--- src/rtl/psx_poll_sequencer.sv ---
// PSX/DualShock pad poller: frame-rate polling, 5-byte read-buttons exchange,
// reply validation and a per-frame button/status publish. Timing from clk enables only.
module psx_poll_sequencer #(
    parameter int CLK_HZ  = 25_200_000,
    parameter int SCLK_HZ = 250_000,
    parameter int POLL_HZ = 60,
    parameter int GAP_HP  = 4
) (
    input  logic        clk,
    input  logic        resetn,
    input  logic        enable,
    output logic        psx_clk,
    output logic        psx_sel,
    output logic        psx_cmd,
    input  logic        psx_dat,
    output logic [15:0] btn,
    output logic [7:0]  pad_id,
    output logic        valid,
    output logic        err,
    output logic        done
);
    localparam int HALF     = CLK_HZ / (2 * SCLK_HZ);
    localparam int POLL_DIV = CLK_HZ / POLL_HZ;
    localparam int TXN_HP   = 2 + 5 * 16 + 5 * GAP_HP + 2;
    localparam int PW       = $clog2(POLL_DIV);
    localparam int HW       = $clog2(HALF);
    localparam int HPW      = $clog2(GAP_HP) + 1;

    localparam logic [2:0] S_IDLE  = 3'd0;
    localparam logic [2:0] S_SETUP = 3'd1;
    localparam logic [2:0] S_SHIFT = 3'd2;
    localparam logic [2:0] S_GAP   = 3'd3;
    localparam logic [2:0] S_TAIL  = 3'd4;

    localparam logic [4:0][7:0] CMD = {8'h00, 8'h00, 8'h00, 8'h42, 8'h01};

    if (HALF < 4) begin : g_chk_half
        $error("psx_poll_sequencer: HALF must be >= 4");
    end
    if (TXN_HP * HALF >= POLL_DIV) begin : g_chk_len
        $error("psx_poll_sequencer: transaction longer than poll period");
    end

    logic [2:0]      state_q, state_d;
    logic [PW-1:0]   poll_q, poll_d;
    logic [HW-1:0]   hcnt_q, hcnt_d;
    logic [HPW-1:0]  hpn_q, hpn_d;
    logic [2:0]      byte_q, byte_d, bit_q, bit_d;
    logic            ph_q, ph_d;
    logic            clk_q, clk_d, sel_q, sel_d, cmd_q, cmd_d;
    logic [4:0][7:0] rx_q, rx_d;
    logic [15:0]     btn_q, btn_d;
    logic [7:0]      id_q, id_d;
    logic            valid_q, valid_d, err_q, err_d, done_q, done_d;
    logic            dat_s1_q, dat_s2_q;
    logic            start, tick, pass;
    logic [2:0]      byte_n, bit_n;

    assign start  = (poll_q == PW'(POLL_DIV - 1));
    assign tick   = (hcnt_q == HW'(HALF - 1));
    assign byte_n = byte_q + 3'd1;
    assign bit_n  = bit_q + 3'd1;
    assign pass   = ((rx_q[1] == 8'h41) || (rx_q[1] == 8'h73)) && (rx_q[2] == 8'h5A);

    always_comb begin
        state_d = state_q;
        poll_d  = start ? '0 : poll_q + 1'b1;
        hcnt_d  = (tick || state_q == S_IDLE) ? '0 : hcnt_q + 1'b1;
        hpn_d   = hpn_q;
        byte_d  = byte_q;
        bit_d   = bit_q;
        ph_d    = ph_q;
        clk_d   = clk_q;
        sel_d   = sel_q;
        cmd_d   = cmd_q;
        rx_d    = rx_q;
        btn_d   = btn_q;
        id_d    = id_q;
        valid_d = valid_q;
        err_d   = err_q;
        done_d  = 1'b0;
        case (state_q)
            S_IDLE: if (start && enable) begin
                state_d = S_SETUP;
                sel_d   = 1'b0;
                hpn_d   = '0;
            end
            S_SETUP: if (tick) begin
                if (hpn_q == HPW'(1)) begin
                    state_d = S_SHIFT;
                    hpn_d   = '0;
                    byte_d  = 3'd0;
                    bit_d   = 3'd0;
                    ph_d    = 1'b0;
                    clk_d   = 1'b0;
                    cmd_d   = CMD[0][0];
                end else begin
                    hpn_d = hpn_q + 1'b1;
                end
            end
            S_SHIFT: if (tick) begin
                // ph=0: low half ending, sample on the rising edge we are about to drive
                if (!ph_q) begin
                    clk_d                = 1'b1;
                    ph_d                 = 1'b1;
                    rx_d[byte_q][bit_q]  = dat_s2_q;
                end else if (bit_q == 3'd7) begin
                    state_d = S_GAP;
                    cmd_d   = 1'b1;
                    hpn_d   = '0;
                end else begin
                    bit_d = bit_n;
                    ph_d  = 1'b0;
                    clk_d = 1'b0;
                    cmd_d = CMD[byte_q][bit_n];
                end
            end
            S_GAP: if (tick) begin
                if (hpn_q == HPW'(GAP_HP - 1)) begin
                    hpn_d = '0;
                    if (byte_q < 3'd4) begin
                        state_d = S_SHIFT;
                        byte_d  = byte_n;
                        bit_d   = 3'd0;
                        ph_d    = 1'b0;
                        clk_d   = 1'b0;
                        cmd_d   = CMD[byte_n][0];
                    end else begin
                        state_d = S_TAIL;
                    end
                end else begin
                    hpn_d = hpn_q + 1'b1;
                end
            end
            S_TAIL: if (tick) begin
                if (hpn_q == HPW'(1)) begin
                    state_d = S_IDLE;
                    sel_d   = 1'b1;
                    done_d  = 1'b1;
                    valid_d = pass;
                    err_d   = !pass;
                    btn_d   = pass ? ~{rx_q[4], rx_q[3]} : 16'h0000;
                    if (pass) id_d = rx_q[1];
                end else begin
                    hpn_d = hpn_q + 1'b1;
                end
            end
            default: state_d = S_IDLE;
        endcase
    end

    always_ff @(posedge clk or negedge resetn) begin
        if (!resetn) begin
            state_q  <= S_IDLE;
            poll_q   <= '0;
            hcnt_q   <= '0;
            hpn_q    <= '0;
            byte_q   <= '0;
            bit_q    <= '0;
            ph_q     <= 1'b0;
            clk_q    <= 1'b1;
            sel_q    <= 1'b1;
            cmd_q    <= 1'b1;
            rx_q     <= '0;
            btn_q    <= '0;
            id_q     <= '0;
            valid_q  <= 1'b0;
            err_q    <= 1'b0;
            done_q   <= 1'b0;
            dat_s1_q <= 1'b1;
            dat_s2_q <= 1'b1;
        end else begin
            state_q  <= state_d;
            poll_q   <= poll_d;
            hcnt_q   <= hcnt_d;
            hpn_q    <= hpn_d;
            byte_q   <= byte_d;
            bit_q    <= bit_d;
            ph_q     <= ph_d;
            clk_q    <= clk_d;
            sel_q    <= sel_d;
            cmd_q    <= cmd_d;
            rx_q     <= rx_d;
            btn_q    <= btn_d;
            id_q     <= id_d;
            valid_q  <= valid_d;
            err_q    <= err_d;
            done_q   <= done_d;
            dat_s1_q <= psx_dat;
            dat_s2_q <= dat_s1_q;
        end
    end

    assign psx_clk = clk_q;
    assign psx_sel = sel_q;
    assign psx_cmd = cmd_q;
    assign btn     = btn_q;
    assign pad_id  = id_q;
    assign valid   = valid_q;
    assign err     = err_q;
    assign done    = done_q;
endmodule

--- config.mk ---
export PLATFORM = sky130hd
export DESIGN_NAME = psx_poll_sequencer
export DESIGN_NICKNAME = d
export VERILOG_FILES = /design/src/rtl/psx_poll_sequencer.sv
export SDC_FILE = /design/constraint.sdc
export NUM_CORES = 1
export LEC_CHECK = 0
export ABC_AREA = 1
export ABC_CLOCK_PERIOD_IN_PS = 4000
export BUFFER_PORTS_ARGS = -buffer_cell sky130_fd_sc_hd__buf_2
export CORE_MARGIN = 5
export CORE_UTILIZATION = 40
export DETAILED_ROUTE_END_ITERATION = 12
export GPL_ROUTABILITY_DRIVEN = 0
export PLACE_DENSITY = 0.54
export SYNTH_ARGS = -nofsm -noshare
export SYNTH_HDL_FRONTEND = slang
export SYNTH_SLANG_ARGS = --single-unit
--- constraint.sdc ---
create_clock -name clk -period 4 [get_ports clk]
set_input_delay 0.4 -clock clk [delete_from_list [all_inputs] [get_ports clk]]
set_output_delay 0.4 -clock clk [all_outputs]
set_load 0.02 [all_outputs]
* After elaboration in Yosys (flattened, before gate mapping)
Memories as Yosys holds them, arrays and structs flattened. Index checks and enable logic that the tools add are counted.
Storage, ports and cells: word-level logic and storage cells 160, output and inout bits 30, memories kept 2, ROM bits 128, RAM bits 0, input bits 4, latch bits 0, bits in registers 110
Operators by class: bitwise gates (word level) 2, muxes and demuxes 73, multiply operators 0, shift-type cells 0, reduce and logical (&&, ||, !) cells 23, add/sub/neg operators 5, div/mod/pow operators 0, $lt $le $gt $ge 7, equality and inequality tests 26
Memory list:
- (name not given) | words 8, width 8, read ports 1, clocked after memory_dff 0, wr ports 0, line 127 | cmd_d = CMD[byte_n][0];
- (name not given) | words 8, width 8, read ports 1, clocked after memory_dff 0, wr ports 0, line 115 | cmd_d = CMD[byte_q][bit_n];
Operators with widths (number):
- $mux 3 | 30
- $bwmux 40 | 1
- $pmux 3 s5 | 2
- $mux 1 | 26
- $demux 8 s3 | 1
- $eq 8x7->1 const B | 3
- $ne 2x2->1 const B | 12
- $add 19x1->19 const B | 1
- $eq 19x19->1 const B | 1
- $mux 19 | 1
- $reduce_and 9->1 | 2
- $lt 3x4->1 const B | 4
- $mux 16 | 1
- $mux 8 | 2
- $not 16->16 | 1
- $reduce_and 8->1 | 2
- $reduce_and 10->1 | 1
- $add 3x1->3 const B | 3
- $eq 3x2->1 const B | 3
- $pmux 1 s3 | 3
- $pmux 3 s3 | 1
- $reduce_and 4->1 | 2
- $reduce_and 7->1 | 1
- $add 6x1->6 const B | 1
- 22 further kinds | 31

* Depth between registers and ports, before layout
Gate-level depths: netlist (run 1).
depth in word-level cells 8, gate-level depth with buffers 11, mapped depth without buffers 11

* Worst setup path after synthesis (run 1)
Ideal clock, no wire load.
path kind register to register, start register hcnt_q[1], end register rx_q[36] in the netlist's numbering, buffers on the path 1, data arrival time 1429 ps, setup time 132 ps, data required time 3868 ps, path slack 2439 ps, clock period less this slack 1561 ps, stages on the path, launching flop included 11, cell sequence dfrtp_1 inv_1 ha_1 nand2_1 nor2_1 nand2_2 nor3_4 buf_4 nand3_1 nand2_1 o21ai_1
Between the ends: longest elaborated chain between the ends 2
RTL lines:
- start, declared | line 46 | logic [HW-1:0] hcnt_q, hcnt_d;
- start signal, assigned | line 175 | hcnt_q <= hcnt_d;
- $eq 6x6->1 | line 60 | assign tick = (hcnt_q == HW'(HALF - 1));
- $reduce_and 3->1 (no line)
- end signal, assigned | line 183 | rx_q <= rx_d;
- end, declared | line 51 | logic [4:0][7:0] rx_q, rx_d;
No other way between the ends. A chain may end at the register's enable or synchronous reset.

* Worst setup path after layout (run 1)
start register hcnt_q[1], end register rx_q[17] in the netlist's numbering
Same word-level chain as after synthesis.

==> reports/metrics.cfg, run 1 <==
[sta]
final_hold_viol_count=0
fin_skew_ns=0.00961
slew_viol_final=0
worst_slew_pin_slew_ns=0.960
fmax_ghz=0.445
setup_viol=0
period_needed_ns=2.25
tns_ns=0
post-route-period-util=0.562
rsz0062_at_grt=false
max-slew-margin-rel=0.355

[critical_path]
cpMostUsedCell=inv_1
end_kind=flop
cp_num_cells=9
cp_num_buf_inv=2
crit_type=flop to flop
path_cells=inv_1, ha_1, nand2_1, nor2_1, nand2_2, nor3_4, inv_1, o21ai_0, o31ai_1
crit_arrival_ns=2.45
cp.required_ns=4.21
slowest_stage=nor3_4
crit_family=simple AND/OR/NAND/NOR gates
startpoint_type=flop
slowest_delay_ns=0.66
ff2ff_setup_slack_ns=1.75
worstRegToRegCells=9
worstPathMaxFanout=23

[power_and_ir_drop]
power.clock.fraction=0.448
p_leak_uw=0.00276
seq_power_share=0.538
power.density_nw_per_um2=345
internal_power_uw=1520
ir_worst_vdd_mv=0.224
switchingPower_uw=404
p_comb_frac=0.014
p_sw_frac=0.210

[layout]
nets=652
layout-drive-gt1-share=0.122
layout_common_cells=nand2_1 (124), dfrtp_1 (97), inv_1 (73)
area_growth_pct=12.5
fillCellCount=1212
multi_input_area_um2=2060
final-instance-count-excl-fill=808
seq_area_um2=2560
layout_commonest_cell=nand2_1
num_antenna_cells=0

[clocking]
clockBufferDepth=2
htreeDepth=3
cts_made_buffers=9
hold_buffers=0
ctsResizeCount=0
cts_sinks=102
path_clk_slew_ns=0.07
post-cts-setup-buffer-count=0
clockRootBuffer=clkbuf_16
cts_tree=yes
clk_latency_ns=0.36

[drt]
wire_per_inst_um=13.1
drtAntennaViolNets=0
routed_via_density=4.95
detail_route.first_pass.iterations=5
drt-total-wl_um=10600
drtIter0Drc=240
drc_errors=0
vias=4000

[grt]
grt_overflow_total=0
grt_pass1_vias=3801
grt.total_usage=0.156
grt_pass1_wl_um=18400
grt_max_degree=48
antenna_found_initial=0

[floorplanning]
initial_utilization=0.411
die_x_um=121
die_y_um=121
pin_count=34
row_count=40
die_area_um2=14700
coreArea_um2=12100

[synth]
ys_top_cells_by_area=dfrtp_1 (49%), nand2_1 (9.4%), nand3_1 (6.1%)
synth_top_cell_by_area=dfrtp_1
yosys.cell_types.count=30
synthCells=602
yosysWarningCount=0
syn_area_um2=4960
synth_top_area_frac=0.489
yosys_register_bits=102
synth_fp_nets=619
yosysSeqAreaShare=0.516
synth.avg_cell_area_um2=8.24

[placement]
dp.cells=792
hpwl_um=7670
port-buffer-count=33

[run_status]
status=complete, no violations

[hold_path]
hold_path.class=input port to async pin

[flow_run]
maxCapViolations=0

## registers in the layout (all words and copies together), names as in the netlist, 3 cells and up
register  cells
bit_q         3
rx_q         32
byte_q        3
poll_q       19
state_q       3
hpn_q         3
hcnt_q        6
pad_id        8
btn          16
## routing by layer
layer,share of wire,vias up,GRT usage
li1,-,2041,-
met1,0.49,1855,0.216
met2,0.44,88,0.230
met3,0.049,16,0.0471
met4,0.020,0,0.0595
met5,0,-,0
## final timing paths
check,to,start
setup / recovery,rx_q[17]$_DFFE_PN0P_,hcnt_q[1]$_DFF_PN0_
hold / removal,poll_q[11]$_DFF_PN0_,resetn
setup reg to reg,rx_q[17]$_DFFE_PN0P_,hcnt_q[1]$_DFF_PN0_
hold reg to reg,dat_s2_q$_DFF_PN1_,dat_s1_q$_DFF_PN1_
max in group asynchronous,dat_s2_q$_DFF_PN1_,resetn
min in group clk,dat_s1_q$_DFF_PN1_,psx_dat
## power by group through the flow
stage / sequential (µW) / clock [µW] / combinational [µW]
2_1_floorplan: 1050 / 0 / 4.08
3_3_place_gp: 1050 / 0 / 28.3
3_5_place_dp: 1050 / 0 / 28.9
4_1_cts: 1030 / 894 / 28.8
5_1_grt: 1030 / 932 / 32.1
6_report: 1030 / 862 / 26.4
## cell usage after synthesis
cell and instances:
clkbuf_1 5, inv_2 2, nor2_4 1, nor3_1 25, nand2_1 124, o21ai_1 30
a22oi_1 1, nand3_2 1, o31ai_1 2, nand3_1 60, nand4_1 10, a21oi_1 19
ha_1 13, nor3_2 1, inv_1 73, or2_2 4, buf_4 2, nor2_1 65
nor3_4 2, xor2_1 7, buf_2 6, o21ai_0 29, dfstp_2 5, nor2_2 3
o21bai_1 3, nand3b_1 2, nand2_2 3, o21ai_2 6, dfrtp_1 97, and3_1 1
## cell type report
cell class | count | area share
clock buffers | 10 | 0.0410
clock inverters | 6 | 0.0110
inverters | 75 | 0.0504
multi-input cells | 412 | 0.369
flip-flops and latches | 102 | 0.459
well taps | 168 | 0.0377
repair buffers | 35 | 0.0327
## through the flow
| step | util | hold WS, ns | worst slack (ns) | total power [µW] | instance area, µm² |
|---|---|---|---|---|---|
| 6_report | 0.463 | 0.0475 | 1.75 | 1920 | 5580 |
| 3_5_place_dp | 0.439 | 0.347 | 1.74 | 1080 | 5290 |
| 3_3_place_gp | 0.439 | 0.346 | 1.79 | 1080 | 5290 |
| 2_1_floorplan | - | 0.104 | 2.44 | 1060 | 4960 |
| 4_1_cts | 0.463 | 0.0667 | 1.74 | 1960 | 5580 |
| 5_1_grt | 0.463 | 0.0912 | 1.47 | 2000 | 5580 |
## worst register-to-register path: stages (launching register included)
cell,delay [ns]
dfrtp_1,0.40
inv_1,0.06
ha_1,0.15
nand2_1,0.05
nor2_1,0.11
nand2_2,0.16
nor3_4,0.66
inv_1,0.20
o21ai_0,0.22
o31ai_1,0.10
## logic make-up after synthesis
kind of cell	share of synthesized area
XOR/XNOR	0.0124
flip-flops	0.516
adder cells (fa/ha/maj)	0.0328
AND/OR/NAND/NOR	0.271
AO/OA/AOI/OAI	0.0984
buffers and inverters	0.0696
(Power assumes the default switching activity.)
==> run 2: changes to the inputs <==
Settings changed: ABC_CLOCK_PERIOD_IN_PS 4000 to 1950, PLACE_DENSITY 0.54 to 0.56.
Clock period 4 ns to 1.95 ns, I/O delays scaled along.
==> run 2 against run 1 <==
Register-to-register slack worse by 1.6 ns; first-iteration DRC count is 10% higher; sequential share of layout area is 1.3 points lower; critical path type unchanged.
==> reports/metrics.cfg, run 2 (synthesized netlist as in run 1, its figures left out) <==
[placement]
placed_cell_area_um2=5440  ; was 5290 µm²
dp.cells=810  ; was 792
hpwl_um=7680  ; was 7670 µm
port-buffer-count=33  ; unchanged

[layout]
fillCellCount=1193  ; was 1,212
layout-drive-gt1-share=0.145  ; was 0.122
final-instance-count-excl-fill=828  ; was 808
largest_reg_flops=32  ; unchanged
seq_area_um2=2560  ; unchanged
layout_commonest_cell=nand2_1  ; unchanged
nets=674  ; was 652
area_growth_pct=15.7  ; was 12.5%
num_antenna_cells=0  ; unchanged
stdcell_area_um2=5740  ; was 5580 µm²
layout_common_cells=nand2_1 (124), dfrtp_1 (97), inv_1 (73)  ; unchanged
top_register=rx_q  ; unchanged
multi_input_area_um2=2060  ; unchanged

[critical_path]
cp.required_ns=2.19  ; was 4.21 ns
worstPathMaxFanout=8  ; was 23
crit_arrival_ns=2.04  ; was 2.45 ns
worstRegToRegCells=10  ; was 9
r2r_start=hcnt_q[1]$_DFF_PN0_  ; unchanged
ff2ff_setup_slack_ns=0.14  ; was 1.75 ns
startpoint_type=flop  ; unchanged
r2r-end=rx_q[23]$_DFFE_PN0P_  ; was rx_q[17]$_DFFE_PN0P_
end_kind=flop  ; unchanged
crit_type=flop to flop  ; unchanged

[floorplanning]
die_x_um=121  ; unchanged
row_count=40  ; unchanged
pin_count=34  ; unchanged
die_area_um2=14700  ; unchanged
initial_utilization=0.411  ; unchanged
coreArea_um2=12100  ; unchanged
die_y_um=121  ; unchanged

[flow_run]
maxCapViolations=0  ; unchanged

[sta]
max-slew-margin-rel=0.528  ; was 0.355
holdWs_ns=0.356  ; was 0.0475 ns
worst_slew_pin_slew_ns=0.707  ; was 0.960 ns
fmax_ghz=0.553  ; was 0.445 GHz
setup_viol=0  ; unchanged
final_hold_viol_count=0  ; unchanged
post-route-period-util=0.927  ; was 0.562
tns_ns=0  ; unchanged
slew_viol_final=0  ; unchanged
fin_skew_ns=0.00868  ; was 0.00961 ns
period_needed_ns=1.81  ; was 2.25 ns

[drt]
wire_per_inst_um=12.8  ; was 13.1 µm
detail_route.first_pass.iterations=4  ; was 5
drtIter0Drc=264  ; was 240
drc_errors=0  ; unchanged
drt-total-wl_um=10600  ; about the same
vias=4042  ; was 4,000
drtAntennaViolNets=0  ; unchanged
routed_via_density=4.88  ; was 4.95

[grt]
grt_pass1_vias=3761  ; was 3,801
grt_pass1_wl_um=18000  ; was 18,400 µm
grt.total_usage=0.153  ; was 0.156
grt_max_degree=39  ; was 48
antenna_found_initial=0  ; unchanged
grt_overflow_total=0  ; unchanged

[run_status]
status=complete, no violations  ; unchanged

[hold_path]
hold_path.class=input port to async pin  ; unchanged

[clocking]
clockRootBuffer=clkbuf_16  ; unchanged
clk_latency_ns=0.35  ; was 0.36 ns
cts_sinks=102  ; unchanged
cts_made_buffers=9  ; unchanged
clockBufferDepth=2  ; unchanged
cts_tree=yes  ; unchanged
path_clk_slew_ns=0.07  ; about the same
htreeDepth=3  ; unchanged

[power_and_ir_drop]
p_leak_uw=0.00286  ; was 0.00276 µW
power.density_nw_per_um2=663  ; was 345 nW/µm²
ir_worst_vdd_mv=0.420  ; was 0.224 mV

==> run 2: changes by cell type in the layout (fill, tap and decap cells not counted), sizes merged <==
cell,before,now
dlygate4sd3,0,2
buf,35,55
bufinv,1,0
clkbuf,10,11
clkinv,3,1
==> run 2: where the power goes <==
group          internal, µW  total [µW]  leakage [µW]  switching, µW
Combinational          12.1        61.5       0.00134           49.3
Clock                   888        1620      0.000128            735
Sequential             2120        2120       0.00139           2.93
Total                  3020        3810       0.00286            787
==> run 2: layout make-up <==
type / instances / area share
Timing Repair Buffer: 57 / 0.0643
Sequential cell: 102 / 0.446
Multi-Input combinational cell: 412 / 0.358
Clock buffer: 11 / 0.0423
Inverter: 75 / 0.0490
Tap cell: 168 / 0.0366
Clock inverter: 3 / 0.00371
==> run 2: repair_timing <==
action,CTS,global route
endpoints found under the setup margin,0,15
hold buffers,2,0
hold endpoints to repair,35,0
setup buffers,0,2
gates resized for setup,0,2
==> run 2: critical path, stage by stage (launching register included) <==
cell,delay (ns)
dfrtp_1,0.39
inv_1,0.06
ha_1,0.15
nand2_1,0.05
nor2_1,0.11
nand2_2,0.14
buf_4,0.18
nor2_2,0.26
nand3_1,0.18
nor2_1,0.12
a21oi_1,0.05
==> run 2: how the worst max path moves through the flow <==
stage	slack, ns	endpoint	from
floorplan	0.39	rx_q[36]$_DFFE_PN0P_	hcnt_q[1]$_DFF_PN0_
global placement	0.17	pad_id[3]$_DFFE_PN0P_	hcnt_q[1]$_DFF_PN0_
detailed placement	0.12	btn[4]$_DFFE_PN0P_	hcnt_q[1]$_DFF_PN0_
CTS	0.10	btn[4]$_DFFE_PN0P_	hcnt_q[1]$_DFF_PN0_
global route	-0.01	rx_q[9]$_DFFE_PN0P_	hcnt_q[1]$_DFF_PN0_
finish	0.14	rx_q[23]$_DFFE_PN0P_	hcnt_q[1]$_DFF_PN0_
==> run 2: stage by stage <==
step	power [µW]	worst slack (ns)	utilization
global route	3970	-0.0138	0.476
finish	3810	0.142	0.476
floorplan	2170	0.389	-
CTS	3870	0.103	0.474
detailed placement	2230	0.121	0.451
global placement	2220	0.175	0.451
==> run 2: routing by layer <==
layer,GRT usage,part of all wire
met3,0.0466,0.052
met2,0.235,0.44
met4,0.0448,0.014
met5,0,0
met1,0.209,0.49
